[config.mk]
export PLATFORM = sky130hd
export DESIGN_NAME = pipeline_sequencer
export DESIGN_NICKNAME = d
export VERILOG_FILES = /design/src/rtl/pipeline_sequencer.sv
export SDC_FILE = /design/constraint.sdc
export NUM_CORES = 1
export LEC_CHECK = 0
export CORE_ASPECT_RATIO = 0.6
export CORE_MARGIN = 3
export CORE_UTILIZATION = 52
export CTS_CLUSTER_SIZE = 14
export DETAILED_ROUTE_END_ITERATION = 8
export PLACE_DENSITY = 0.78
export SKIP_LAST_GASP = 1
export SLEW_MARGIN = 20
export SYNTH_ARGS = -nofsm -noshare
export SYNTH_HDL_FRONTEND = slang
export SYNTH_SLANG_ARGS = --single-unit
export TNS_END_PERCENT = 50
[constraint.sdc]
create_clock -name i_clock -period 2.64 [get_ports i_clock]
set_input_delay 0.528 -clock i_clock [delete_from_list [all_inputs] [get_ports i_clock]]
set_output_delay 0.528 -clock i_clock [all_outputs]
set_load 0.01 [all_outputs]
[src/rtl/pipeline_sequencer.sv]
// Execution controller: gates pipeline advance from host run/step/stop
// commands, drains the pipeline on HALT and counts enabled cycles.
//
// Ports:
//   i_clock, i_reset (async, active-low)
//   i_cmd_valid, i_cmd[1:0] (00 nop, 01 run, 10 step, 11 stop/clear), o_cmd_ready
//   i_fetched_opcode    opcode of the instruction in IF/ID
//   o_pipe_enable       registered pipeline advance
//   o_busy, o_step_done, o_halted, o_cycle_count
module pipeline_sequencer #(
  parameter int                   NB_OPCODE      = 6,
  parameter logic [NB_OPCODE-1:0] HALT_OPCODE    = 6'b111111,
  parameter int                   N_DRAIN_STAGES = 4,
  parameter int                   NB_CYCLE_CNT   = 32
) (
  input  logic                    i_clock,
  input  logic                    i_reset,
  input  logic                    i_cmd_valid,
  input  logic [1:0]              i_cmd,
  output logic                    o_cmd_ready,
  input  logic [NB_OPCODE-1:0]    i_fetched_opcode,
  output logic                    o_pipe_enable,
  output logic                    o_busy,
  output logic                    o_step_done,
  output logic                    o_halted,
  output logic [NB_CYCLE_CNT-1:0] o_cycle_count
);

  localparam int NB_DRAIN =
    (N_DRAIN_STAGES > 0) ? $clog2(N_DRAIN_STAGES + 1) : 1;

  localparam logic [NB_DRAIN-1:0] DRAIN_INIT =
    NB_DRAIN'(N_DRAIN_STAGES);
  localparam logic [NB_DRAIN-1:0] DRAIN_ONE = NB_DRAIN'(1);
  localparam logic [NB_CYCLE_CNT-1:0] CNT_ONE = NB_CYCLE_CNT'(1);

  localparam logic [1:0] CMD_RUN  = 2'b01;
  localparam logic [1:0] CMD_STEP = 2'b10;
  localparam logic [1:0] CMD_STOP = 2'b11;

  typedef enum logic [2:0] {
    S_IDLE,
    S_RUN,
    S_STEP,
    S_DRAIN,
    S_HALTED
  } state_t;

  state_t              state_q, state_d;
  logic [NB_DRAIN-1:0] drain_q, drain_d;

  logic cmd_fire;
  logic is_run, is_step, is_stop;
  logic halt_seen;

  logic pipe_en_d, busy_d, halted_d, step_done_d, cnt_clr;

  assign o_cmd_ready = (state_q == S_IDLE) ||
                       (state_q == S_RUN)  ||
                       (state_q == S_HALTED);

  assign cmd_fire = i_cmd_valid & o_cmd_ready;
  assign is_run   = cmd_fire & (i_cmd == CMD_RUN);
  assign is_step  = cmd_fire & (i_cmd == CMD_STEP);
  assign is_stop  = cmd_fire & (i_cmd == CMD_STOP);

  // Opcode only matters while the pipeline actually advances.
  assign halt_seen = o_pipe_enable &
                     (i_fetched_opcode == HALT_OPCODE);

  always_ff @(posedge i_clock or negedge i_reset) begin
    if (!i_reset) begin
      state_q <= S_IDLE;
      drain_q <= '0;
    end else begin
      state_q <= state_d;
      drain_q <= drain_d;
    end
  end

  always_comb begin
    state_d = state_q;
    drain_d = drain_q;
    case (state_q)
      S_IDLE: begin
        unique case (1'b1)
          is_run:  state_d = S_RUN;
          is_step: state_d = S_STEP;
          default: state_d = S_IDLE;
        endcase
      end
      S_RUN: begin
        // HALT beats a simultaneous stop; the stop is dropped.
        if (halt_seen) begin
          state_d = S_DRAIN;
          drain_d = DRAIN_INIT;
        end else if (is_stop) begin
          state_d = S_IDLE;
        end
      end
      S_STEP: begin
        if (halt_seen) begin
          state_d = S_DRAIN;
          drain_d = DRAIN_INIT;
        end else begin
          state_d = S_IDLE;
        end
      end
      S_DRAIN: begin
        if (drain_q == '0) begin
          state_d = S_HALTED;
        end else begin
          drain_d = drain_q - DRAIN_ONE;
        end
      end
      S_HALTED: begin
        if (is_stop) state_d = S_IDLE;
      end
      default: state_d = S_IDLE;
    endcase
  end

  // Outputs are computed from the next state and registered, so a
  // command accepted at an edge takes effect in the following cycle.
  always_comb begin
    pipe_en_d   = (state_d == S_RUN)  ||
                  (state_d == S_STEP) ||
                  ((state_d == S_DRAIN) && (drain_d != '0));
    busy_d      = (state_d == S_RUN)  ||
                  (state_d == S_STEP) ||
                  (state_d == S_DRAIN);
    halted_d    = (state_d == S_HALTED);
    step_done_d = (state_q == S_STEP) && (state_d == S_IDLE);
    cnt_clr     = (state_q == S_HALTED) && (state_d == S_IDLE);
  end

  always_ff @(posedge i_clock or negedge i_reset) begin
    if (!i_reset) begin
      o_pipe_enable <= 1'b0;
      o_busy        <= 1'b0;
      o_step_done   <= 1'b0;
      o_halted      <= 1'b0;
      o_cycle_count <= '0;
    end else begin
      o_pipe_enable <= pipe_en_d;
      o_busy        <= busy_d;
      o_step_done   <= step_done_d;
      o_halted      <= halted_d;
      if (cnt_clr) begin
        o_cycle_count <= '0;
      end else if (o_pipe_enable && (o_cycle_count != '1)) begin
        o_cycle_count <= o_cycle_count + CNT_ONE;
      end
    end
  end

endmodule

Yosys cells after proc, flatten, opt, wreduce, memory -nomap -nowiden

Index checks and enable logic that the tools add are counted.
W data, S select, Z words.

Bits in registers: 42
Output and inout port bits: 37

Add/sub/neg operators: 2
Eq/ne operators: 13
Muxes and demuxes: 11
Bitwise gates (word level): 5
Reductions and logical operators: 15

Operators by type and width:

| operator                | count |
|---|---|
| $mux W32                | 2 |
| $add A32 B1 Y32 const B | 1 |
| $ne A32 B32 Y1 const B  | 1 |
| $mux W3                 | 5 |
| $pmux W3 S5             | 1 |
| $eq A3 B2 Y1 const B    | 4 |
| $logic_not A3 Y1        | 3 |
| $eq A3 B1 Y1 const B    | 2 |
| $eq A3 B3 Y1 const B    | 2 |
| $eq A6 B6 Y1 const B    | 1 |
| $pmux W3 S2             | 1 |
| $and A1 B1 Y1           | 5 |
| $logic_or A1 B1 Y1      | 5 |
| $eq A2 B2 Y1 const B    | 2 |
| $logic_and A1 B1 Y1     | 4 |
| $pmux W2 S2             | 1 |
| $reduce_bool A3 Y1      | 1 |
| $sub A3 B1 Y3 const B   | 1 |
| $eq A2 B1 Y1 const B    | 1 |
| $mux W2                 | 1 |
| $reduce_bool A2 Y1      | 1 |
| $reduce_or A2 Y1        | 1 |

Longest topological paths before layout

Gate-level depths: netlist of the first run.

Depth in word-level cells: 11
Depth in mapped cells: 7
Gate-level depth less buffers: 7

Worst setup path after synthesis of the first run

Ideal clock, no wire load.

Path kind: reg2reg
Start: register o_cycle_count[16]
End: register o_cycle_count[9]
Library setup time: 0.132 ns
Data arrival time: 1.876 ns
Data required time: 2.508 ns
Path slack: 0.632 ns
Cell stages (with the launch flop): 8
Period minus slack after synthesis: 2.008 ns
Cells stage by stage: dfrtp_1 -> clkbuf_1 -> nand4_1 -> nor4_2 -> buf_4 -> a2111oi_0 -> xnor2_1 -> nor2_1

Word-level cells in the longest chain between the ends: 3

Ends and longest elaborated chain:

| what                         | RTL line | text |
|---|---|---|
| start: declaration           | 26       | `output logic [NB_CYCLE_CNT-1:0] o_cycle_count` |
| start signal: assignment     | 152      | `o_cycle_count <= o_cycle_count + CNT_ONE;` |
| $ne A32 B32 Y1               | 151      | `end else if (o_pipe_enable && (o_cycle_count != '1)) begin` |
| $logic_and A1 B1 Y1          | 151      |  |
| $reduce_bool A2 Y1 (no line) | -        |  |

No other way between the ends.
A chain may end at the register's enable or synchronous reset.

Worst setup path after layout of the first run

Start: register drain_q[0]
End: register o_step_done

Word-level cells in the longest chain between the ends: 5

Ends and longest elaborated chain:

| what                     | RTL line | text |
|---|---|---|
| start: declaration       | 50       | `logic [NB_DRAIN-1:0] drain_q, drain_d;` |
| start signal: assignment | 77       | `drain_q <= drain_d;` |
| $logic_not A3 Y1         | 110      | `if (drain_q == '0) begin` |
| $mux W3                  | 110      |  |
| $pmux W3 S5              | 84       | `case (state_q)` |
| named net state_d[1]     | 49       | `state_t state_q, state_d;` |
| $logic_not A3 Y1         | 133      | `step_done_d = (state_q == S_STEP) && (state_d == S_IDLE);` |
| $logic_and A1 B1 Y1      | 133      |  |
| named net step_done_d    | 56       | `logic pipe_en_d, busy_d, halted_d, step_done_d, cnt_clr;` |
| end signal: assignment   | 147      | `o_step_done <= step_done_d;` |
| end: declaration         | 24       | `output logic o_step_done,` |

The timed path passes the listed nets, and every way through them passes these cells.

==> metrics.log, run 1 <==
INFO  metric cts_resized = 0
INFO  metric finalWeightedCongestion = 0.859
INFO  metric postSynthAreaPerCell = 9.31 sq um
INFO  metric cp-end-kind = register
INFO  metric timing.max_cap.violations = 0
INFO  metric post_drt_via_cell_ratio = 5.96
INFO  metric drt_pass1_iterations = 4
INFO  metric buffer_levels_on_the_longest_clock_path = 2
INFO  metric diodes = 0
INFO  metric start_kind = register
INFO  metric antenna_found_initial = 0
INFO  metric synth_area_leader_cell = sky130_fd_sc_hd__dfrtp_1
INFO  metric worst_slack = 0.447 ns
INFO  metric timing_worst_slew_pin_value = 0.923 ns
INFO  metric io_pins = 48
INFO  metric synth_flop_cell = sky130_fd_sc_hd__dfrtp_1
INFO  metric final.period_utilization = 83.1%
INFO  metric power_density = 679 nW/um^2
INFO  metric async_flop_share = 100%
INFO  metric grt.overflow.total = 0
INFO  metric worstSkewPairLatency = 0.29 ns
INFO  metric cp_data_arrival_time = 2.39 ns
INFO  metric r2r.worst_path.cells = 7
INFO  metric via_count = 2236
INFO  metric post_cts_hold_buffer_count = 0
INFO  metric timing.setup.critical_path_class = register to register
INFO  metric hp-class = input port to async pin
INFO  metric dp_worst_setup_slack = 0.265 ns
INFO  metric clock_tree_from_tritoncts = built
INFO  metric ctsRootBufferMaster = sky130_fd_sc_hd__clkbuf_8
INFO  metric io_buffers = 47
INFO  metric grt_pass1_wl = 10100 microns
INFO  metric synth_area_leaders = sky130_fd_sc_hd__dfrtp_1 (42%), sky130_fd_sc_hd__xnor2_1 (7.4%), sky130_fd_sc_hd__nor2_1 (5.0%), sky130_fd_sc_hd__nand4_1 (3.8%), sky130_fd_sc_hd__a21oi_1 (3.0%)
INFO  metric reg_to_reg_setup_timing_slack = 0.45 ns
INFO  metric finalCriticalPeriod = 2.19 ns
INFO  metric post-route-util = 71.8%
INFO  metric p_leak = 1.24 nW
INFO  metric drive_above_1_share = 7.94%
INFO  metric r2r_start = drain_q[0]
INFO  metric drt_iter0_markers = 136
INFO  metric power.ir.vdd_worst = 640 uV
INFO  metric cts.sinks = 42
INFO  metric number_of_enable_type_register_cells_in_the_synthesized_netlist = 0
INFO  metric final.fill_count = 327
INFO  metric post-route-drc-count = 0
INFO  metric cts.htree.levels = 2
INFO  metric final_wirelength = 6170 microns
INFO  metric die_area = 5690 sq um
INFO  metric cp_data_required_time = 2.83 ns
INFO  metric report.final.hold_viol_count = 0
INFO  metric setup_tns = 0 ns
INFO  metric total_power = 2.12 mW
INFO  metric drtAntennaViolNets = 0
INFO  metric postSynthNetCount = 282
INFO  metric start_util = 57.4%
INFO  metric timing.slew.headroom = 38.4%
INFO  metric final-max-slew-violation-count = 0
INFO  metric routedWlPerCell = 16.5 microns
INFO  metric num_rows = 18
INFO  metric final_nets = 328
INFO  metric synthDominantCellAreaShare = 42.1%
INFO  metric grt_setup_unrepaired = false
INFO  metric clock_pin_slew_reported_for_the_worst_setup_and_hold_paths_after_clock_tree_synthesis = 0.08 ns
INFO  metric post_synth_instance_area = 2490 sq um
INFO  metric die_x = 95.4 microns
INFO  metric status = complete, no violations
INFO  metric finalSetupViolCount = 0
INFO  metric synthCells = 268
INFO  metric synthesis.yosys.warnings = 0
INFO  metric gr-usage-all-layers = 23.3%
INFO  metric netlist-cell-type-count = 50
INFO  metric clock.fmax = 456 MHz
INFO  metric crit_path_max_fanout = 4
INFO  metric dieHeight = 59.7 microns
INFO  metric cts_buffers = 5
INFO  metric grt_start_max_net_pins = 43
INFO  metric coreArea = 4350 sq um
INFO  metric post_cts_buffers = 0
INFO  metric layout_overhead_on_the_synthesized_area = 25.2%
INFO  metric number_of_global_route_vias_before_repair = 1986
INFO  metric reg2reg_to = o_step_done
INFO  metric fin_worst_skew = 0.00325 ns
INFO  metric place.detailed.hpwl = 4410 microns
INFO  metric synth_seq_area_share = 42.1%
INFO  metric synth_seq_cells = 42
INFO  metric crit_start = drain_q[0]
-- cell type report --
class | instances | area, sq um | area share [%]
clock buffer | 7 | 76.3 | 2.44
clock inverter | 1 | 30.0 | 0.962
inverter | 12 | 45.0 | 1.44
multi-input combinational | 201 | 1340 | 43.0
sequential | 42 | 1050 | 33.7
tap | 60 | 75.1 | 2.40
timing repair buffer | 52 | 503 | 16.1
-- critical path: stages, from the launching register on --
cell and delay [ns]:
sky130_fd_sc_hd__dfrtp_1 0.42, sky130_fd_sc_hd__inv_1 0.13, sky130_fd_sc_hd__ha_1 0.20, sky130_fd_sc_hd__nor2b_1 0.19
sky130_fd_sc_hd__nor2_1 0.12, sky130_fd_sc_hd__a311o_1 0.30, sky130_fd_sc_hd__or3b_1 0.44, sky130_fd_sc_hd__nor4b_1 0.30
-- synthesized netlist by cell type (4+ instances only) --
master,n
sky130_fd_sc_hd__nand4_1,15
sky130_fd_sc_hd__nor2_1,33
sky130_fd_sc_hd__clkbuf_1,9
sky130_fd_sc_hd__and3_1,7
sky130_fd_sc_hd__inv_1,12
sky130_fd_sc_hd__nand3b_1,4
sky130_fd_sc_hd__o21ai_0,5
sky130_fd_sc_hd__nand3_1,10
sky130_fd_sc_hd__a2111oi_0,6
sky130_fd_sc_hd__mux2i_1,4
sky130_fd_sc_hd__xnor2_1,21
sky130_fd_sc_hd__a21oi_1,15
sky130_fd_sc_hd__nor4_1,7
sky130_fd_sc_hd__nor3_1,4
sky130_fd_sc_hd__and4_1,4
sky130_fd_sc_hd__dfrtp_1,42
sky130_fd_sc_hd__nand2_1,15
sky130_fd_sc_hd__a211oi_1,5
-- worst max path at each step --
stage                        endpoint  slack, ns  cells past startpoint
finish                    o_step_done       0.45                      7
global route        o_cycle_count[24]       0.35                      5
CTS                 o_cycle_count[24]       0.50                      5
detailed placement      o_pipe_enable       0.26                      6
global placement          o_step_done       0.33                      6
floorplan            o_cycle_count[9]       0.63                      7
-- per-stage QoR --
| stage | area [sq um] | hold slack [ns] | instances |
|---|---|---|---|
| after detailed placement | 3020 | 0.471 | 367 |
| after CTS | 3120 | 0.401 | 375 |
| after global routing | 3120 | 0.444 | 375 |
| final | 3120 | 0.363 | 375 |
| after global placement | 3020 | 0.461 | 367 |
| after floorplan | 2490 | 0.232 | 268 |
-- cells in the final DEF, fill, tap and decap left out, types with 4 or more instances in the layout --
cell	count
sky130_fd_sc_hd__nand2_1	15
sky130_fd_sc_hd__nand3_1	10
sky130_fd_sc_hd__clkdlybuf4s50_1	46
sky130_fd_sc_hd__inv_1	12
sky130_fd_sc_hd__clkbuf_8	5
sky130_fd_sc_hd__a21oi_1	15
sky130_fd_sc_hd__nor4_1	7
sky130_fd_sc_hd__nor3_1	4
sky130_fd_sc_hd__nand3b_1	4
sky130_fd_sc_hd__dfrtp_1	42
sky130_fd_sc_hd__a2111oi_0	6
sky130_fd_sc_hd__nand4_1	15
sky130_fd_sc_hd__nor2_1	33
sky130_fd_sc_hd__o21ai_0	5
sky130_fd_sc_hd__buf_4	5
sky130_fd_sc_hd__mux2i_1	4
sky130_fd_sc_hd__and4_1	4
sky130_fd_sc_hd__a211oi_1	5
sky130_fd_sc_hd__and3_1	7
sky130_fd_sc_hd__xnor2_1	21
-- power by group --
part	leakage, nW	internal [mW]	switching [mW]
logic	0.657	0.341	0.309
clock network	0.0524	0.283	0.220
registers	0.529	0.758	0.208
-- state kept, by name, summed over array words and instances (netlist names) --
register       flops
o_cycle_count     32
drain_q            3
state_q            3
o_busy             1
o_halted           1
o_pipe_enable      1
o_step_done        1
-- layer usage --
layer | track usage [%] | part of all wire (%)
met5 | 0 | 0
met4 | 5.67 | 0.83
met3 | 5.03 | 7.6
met2 | 30.9 | 41
met1 | 37.8 | 50
-- logic make-up (layout without fill, tap and decap cells) --
logic type               count (synthesis)  after routing  synth area share, %
flip-flops                              42             42                 42.1
AO/OA/AOI/OAI                           53             53                 16.0
XOR/XNOR                                21             21                 7.37
multiplexers                             4              4                 1.60
buffers and inverters                   25             72                 4.06
adder cells (fa/ha/maj)                  3              3                 1.50
AND/OR/NAND/NOR                        120            120                 27.3
Note: power is estimated with default switching activity, not from simulation.
==> run 2, diff against run 1 <==
--- a/config.mk
+++ b/config.mk
@@ -7,10 +7,10 @@
 export LEC_CHECK = 0
 export CORE_ASPECT_RATIO = 0.6
 export CORE_MARGIN = 3
-export CORE_UTILIZATION = 52
+export CORE_UTILIZATION = 47
 export CTS_CLUSTER_SIZE = 14
 export DETAILED_ROUTE_END_ITERATION = 8
-export PLACE_DENSITY = 0.78
+export PLACE_DENSITY = 0.74
 export SKIP_LAST_GASP = 1
 export SLEW_MARGIN = 20
 export SYNTH_ARGS = -nofsm -noshare
==> constraint.sdc (replaced) <==
create_clock -name i_clock -period 1.9 [get_ports i_clock]
set_input_delay 0.38 -clock i_clock [delete_from_list [all_inputs] [get_ports i_clock]]
set_output_delay 0.38 -clock i_clock [all_outputs]
set_load 0.01 [all_outputs]
==> run 2 against run 1 <==
Combinational power rose by 130%; first-iteration DRC count up 24%; critical path type unchanged; the flow now finishes with violations (negative setup slack); sequential power increased by 28%; maximum frequency grew 6.6%; global-route usage rose by 1.6 points; final area is 21% higher; die area grew 9.7%.
==> metrics.log, run 2 (same netlist as run 1, synthesis figures left out) <==
INFO  metric status = finished with violations
INFO  metric failed_checks = negative setup slack
INFO  metric io_buffers = 47 (unchanged)
INFO  metric grt_setup_unrepaired = true
INFO  metric dpl.cell_count = 431 (+17%)
INFO  metric drt_pass1_iterations = 7 (+3)
INFO  metric power_density = 877 nW/um^2 (+29%)
INFO  metric finalCriticalPeriod = 2.06 ns (-0.135 ns)
INFO  metric clock_tree_from_tritoncts = built
INFO  metric report.final.hold_viol_count = 0 (unchanged)
INFO  metric cp_data_arrival_time = 2.29 ns (-0.10 ns)
INFO  metric drive_above_1_share = 31.4% (+23 points)
INFO  metric crit_path_max_fanout = 5 (+1)
INFO  metric cp_data_required_time = 2.13 ns (-0.70 ns)
INFO  metric reg2reg_to = o_cycle_count[26]
INFO  metric clock_pin_slew_reported_for_the_worst_setup_and_hold_paths_after_clock_tree_synthesis = 0.08 ns (about the same)
INFO  metric coreArea = 4850 sq um (+12%)
INFO  metric r2r.worst_path.cells = 7 (unchanged)
INFO  metric cts.sinks = 42 (unchanged)
INFO  metric finalWeightedCongestion = 0.963 (+12%)
INFO  metric worstSkewPairLatency = 0.30 ns (about the same)
INFO  metric number_of_global_route_vias_before_repair = 2409 (+21%)
INFO  metric p_leak = 1.58 nW (+28%)
INFO  metric timing_worst_slew_pin_value = 0.527 ns (-0.396 ns)
INFO  metric reg_to_reg_setup_timing_slack = -0.16 ns (-0.60 ns)
INFO  metric post_drt_via_cell_ratio = 5.94 (-0.39%)
INFO  metric final.period_utilization = 108% (+25 points)
INFO  metric finalSetupViolCount = 8 (+8)
INFO  metric final_nets = 395 (+20%)
INFO  metric start_kind = register
INFO  metric start_util = 51.4% (-6.0 points)
INFO  metric post_cts_hold_buffer_count = 0 (unchanged)
INFO  metric grt_start_max_net_pins = 30 (-30%)
INFO  metric hp-class = input port to async pin
INFO  metric die_area = 6250 sq um (+9.7%)
INFO  metric crit_start = o_cycle_count[9]
INFO  metric worst_slack = -0.158 ns (-0.605 ns)
INFO  metric final_wirelength = 7770 microns (+26%)
INFO  metric io_pins = 48 (unchanged)
INFO  metric r2r_start = o_cycle_count[9]
INFO  metric layout.cells.most_common = sky130_fd_sc_hd__buf_4
INFO  metric final-max-slew-violation-count = 0 (unchanged)
INFO  metric drt_iter0_markers = 169 (+24%)
INFO  metric buffer_levels_on_the_longest_clock_path = 2 (unchanged)
INFO  metric final-instance-count-excl-fill = 445 (+19%)
INFO  metric post-route-drc-count = 0 (unchanged)
INFO  metric power.ir.vdd_worst = 859 uV (+34%)
INFO  metric layout_overhead_on_the_synthesized_area = 51.6%
INFO  metric via_count = 2643 (+18%)
INFO  metric drtAntennaViolNets = 0 (unchanged)
INFO  metric finish.instance_area = 3780 sq um (+21%)
INFO  metric antenna_found_initial = 0 (unchanged)
INFO  metric dieHeight = 62.4 microns (+4.7%)
INFO  metric timing.slew.headroom = 64.9% (+26 points)
INFO  metric top_register = o_cycle_count
INFO  metric cp-end-kind = register
INFO  metric num_rows = 19 (+1)
INFO  metric timing.max_cap.violations = 0 (unchanged)
INFO  metric placed_area = 3530 sq um (+17%)
INFO  metric place.detailed.hpwl = 5520 microns (+25%)
INFO  metric fin_worst_skew = 0.00574 ns (+0.00249 ns)
INFO  metric ctsRootBufferMaster = sky130_fd_sc_hd__clkbuf_8
INFO  metric reg.largest.list = o_cycle_count (32), drain_q (3), state_q (3)
INFO  metric cts_buffers = 5 (unchanged)
INFO  metric cts.htree.levels = 2 (unchanged)
INFO  metric diodes = 0 (unchanged)
INFO  metric cp-endpoint = o_cycle_count[26]
INFO  metric largest_register_ff_count = 32 (unchanged)
INFO  metric die_x = 100 microns (+4.9%)
INFO  metric layout.cells.most_common_list = sky130_fd_sc_hd__buf_4 (70), sky130_fd_sc_hd__clkdlybuf4s50_1 (45), sky130_fd_sc_hd__dfrtp_1 (35), sky130_fd_sc_hd__nor2_1 (31), sky130_fd_sc_hd__xnor2_1 (21)
INFO  metric clock.fmax = 486 MHz (+6.6%)
INFO  metric gr-usage-all-layers = 24.9% (+1.6 points)
INFO  metric grt_pass1_wl = 12300 microns (+22%)
INFO  metric grt.overflow.total = 0 (unchanged)
INFO  metric timing.setup.critical_path_class = register to register
INFO  metric routedWlPerCell = 17.5 microns (+6.0%)
-- run 2: cell types whose count changed in the layout (fill, tap and decap cells not counted), sizes merged --
cell | previous run | this run
bufinv | 1 | 0
buf | 6 | 73
dlygate4sd2 | 0 | 1
clkdlybuf4s50 | 46 | 45
clkinv | 0 | 1
-- run 2: metal layers --
| metal | GRT usage, % | up-vias | wire length, microns |
|---|---|---|---|
| met5 | 0 | - | 0 |
| li1 | - | 1218 | - |
| met3 | 6.91 | 17 | 618 |
| met4 | 6.22 | 0 | 130 |
| met1 | 37.2 | 1288 | 3550 |
| met2 | 35.4 | 120 | 3470 |
-- run 2: critical path, cell delays in order, from the launching register on --
cell                       delay (ns)
sky130_fd_sc_hd__dfrtp_1         0.38
sky130_fd_sc_hd__nand4_1         0.15
sky130_fd_sc_hd__buf_4           0.17
sky130_fd_sc_hd__nor4_4          0.35
sky130_fd_sc_hd__buf_12          0.15
sky130_fd_sc_hd__nand4b_1        0.20
sky130_fd_sc_hd__or3_4           0.45
sky130_fd_sc_hd__a21oi_2         0.14
-- run 2: layout make-up --
| cell class | instances | area, sq um |
|---|---|---|
| Clock buffer | 7 | 86.3 |
| Clock inverter | 1 | 5.00 |
| Fill cell | 332 | 1070 |
| Inverter | 12 | 45.0 |
| Multi-Input combinational cell | 201 | 1480 |
| Sequential cell | 42 | 1060 |
| Tap cell | 63 | 78.8 |
| Timing Repair Buffer | 119 | 1030 |
-- run 2: timing repair --
action / CTS / global route
resized for setup: 6 / 27
pin swaps: 2 / 9
cloned: 0 / 0
setup buffers: 1 / 5
endpoints found under the setup margin: 9 / 25
-- run 2: through the flow --
step / hold WS, ns / TNS (ns) / worst slack [ns] / power [mW] / utilization (%)
floorplan: 0.0844 / -0.0823 / -0.0359 / 1.84 / -
global placement: 0.381 / -0.695 / -0.272 / 2.57 / 72.8
detailed placement: 0.380 / -0.964 / -0.375 / 2.60 / 72.8
CTS: 0.0557 / -0.282 / -0.111 / 3.24 / 75.1
global route: 0.0786 / -2.10 / -0.261 / 3.53 / 78.0
finish: 0.0460 / -0.530 / -0.158 / 3.32 / 78.0
-- run 2: worst min-delay path by stage --
stage             from                end  slack, ns
2_1_floorplan  i_reset         drain_q[0]       0.08
3_3_place_gp   i_reset         state_q[1]       0.38
3_5_place_dp   i_reset         state_q[1]       0.38
4_1_cts        i_reset  o_cycle_count[31]       0.06
5_1_grt        i_reset         state_q[1]       0.08
6_report       i_reset         state_q[1]       0.05
-- run 2: power breakdown --
part | switching [mW] | internal [mW]
clock network | 0.311 | 0.294
registers | 0.171 | 1.07
logic | 0.690 | 0.786
total | 1.17 | 2.15
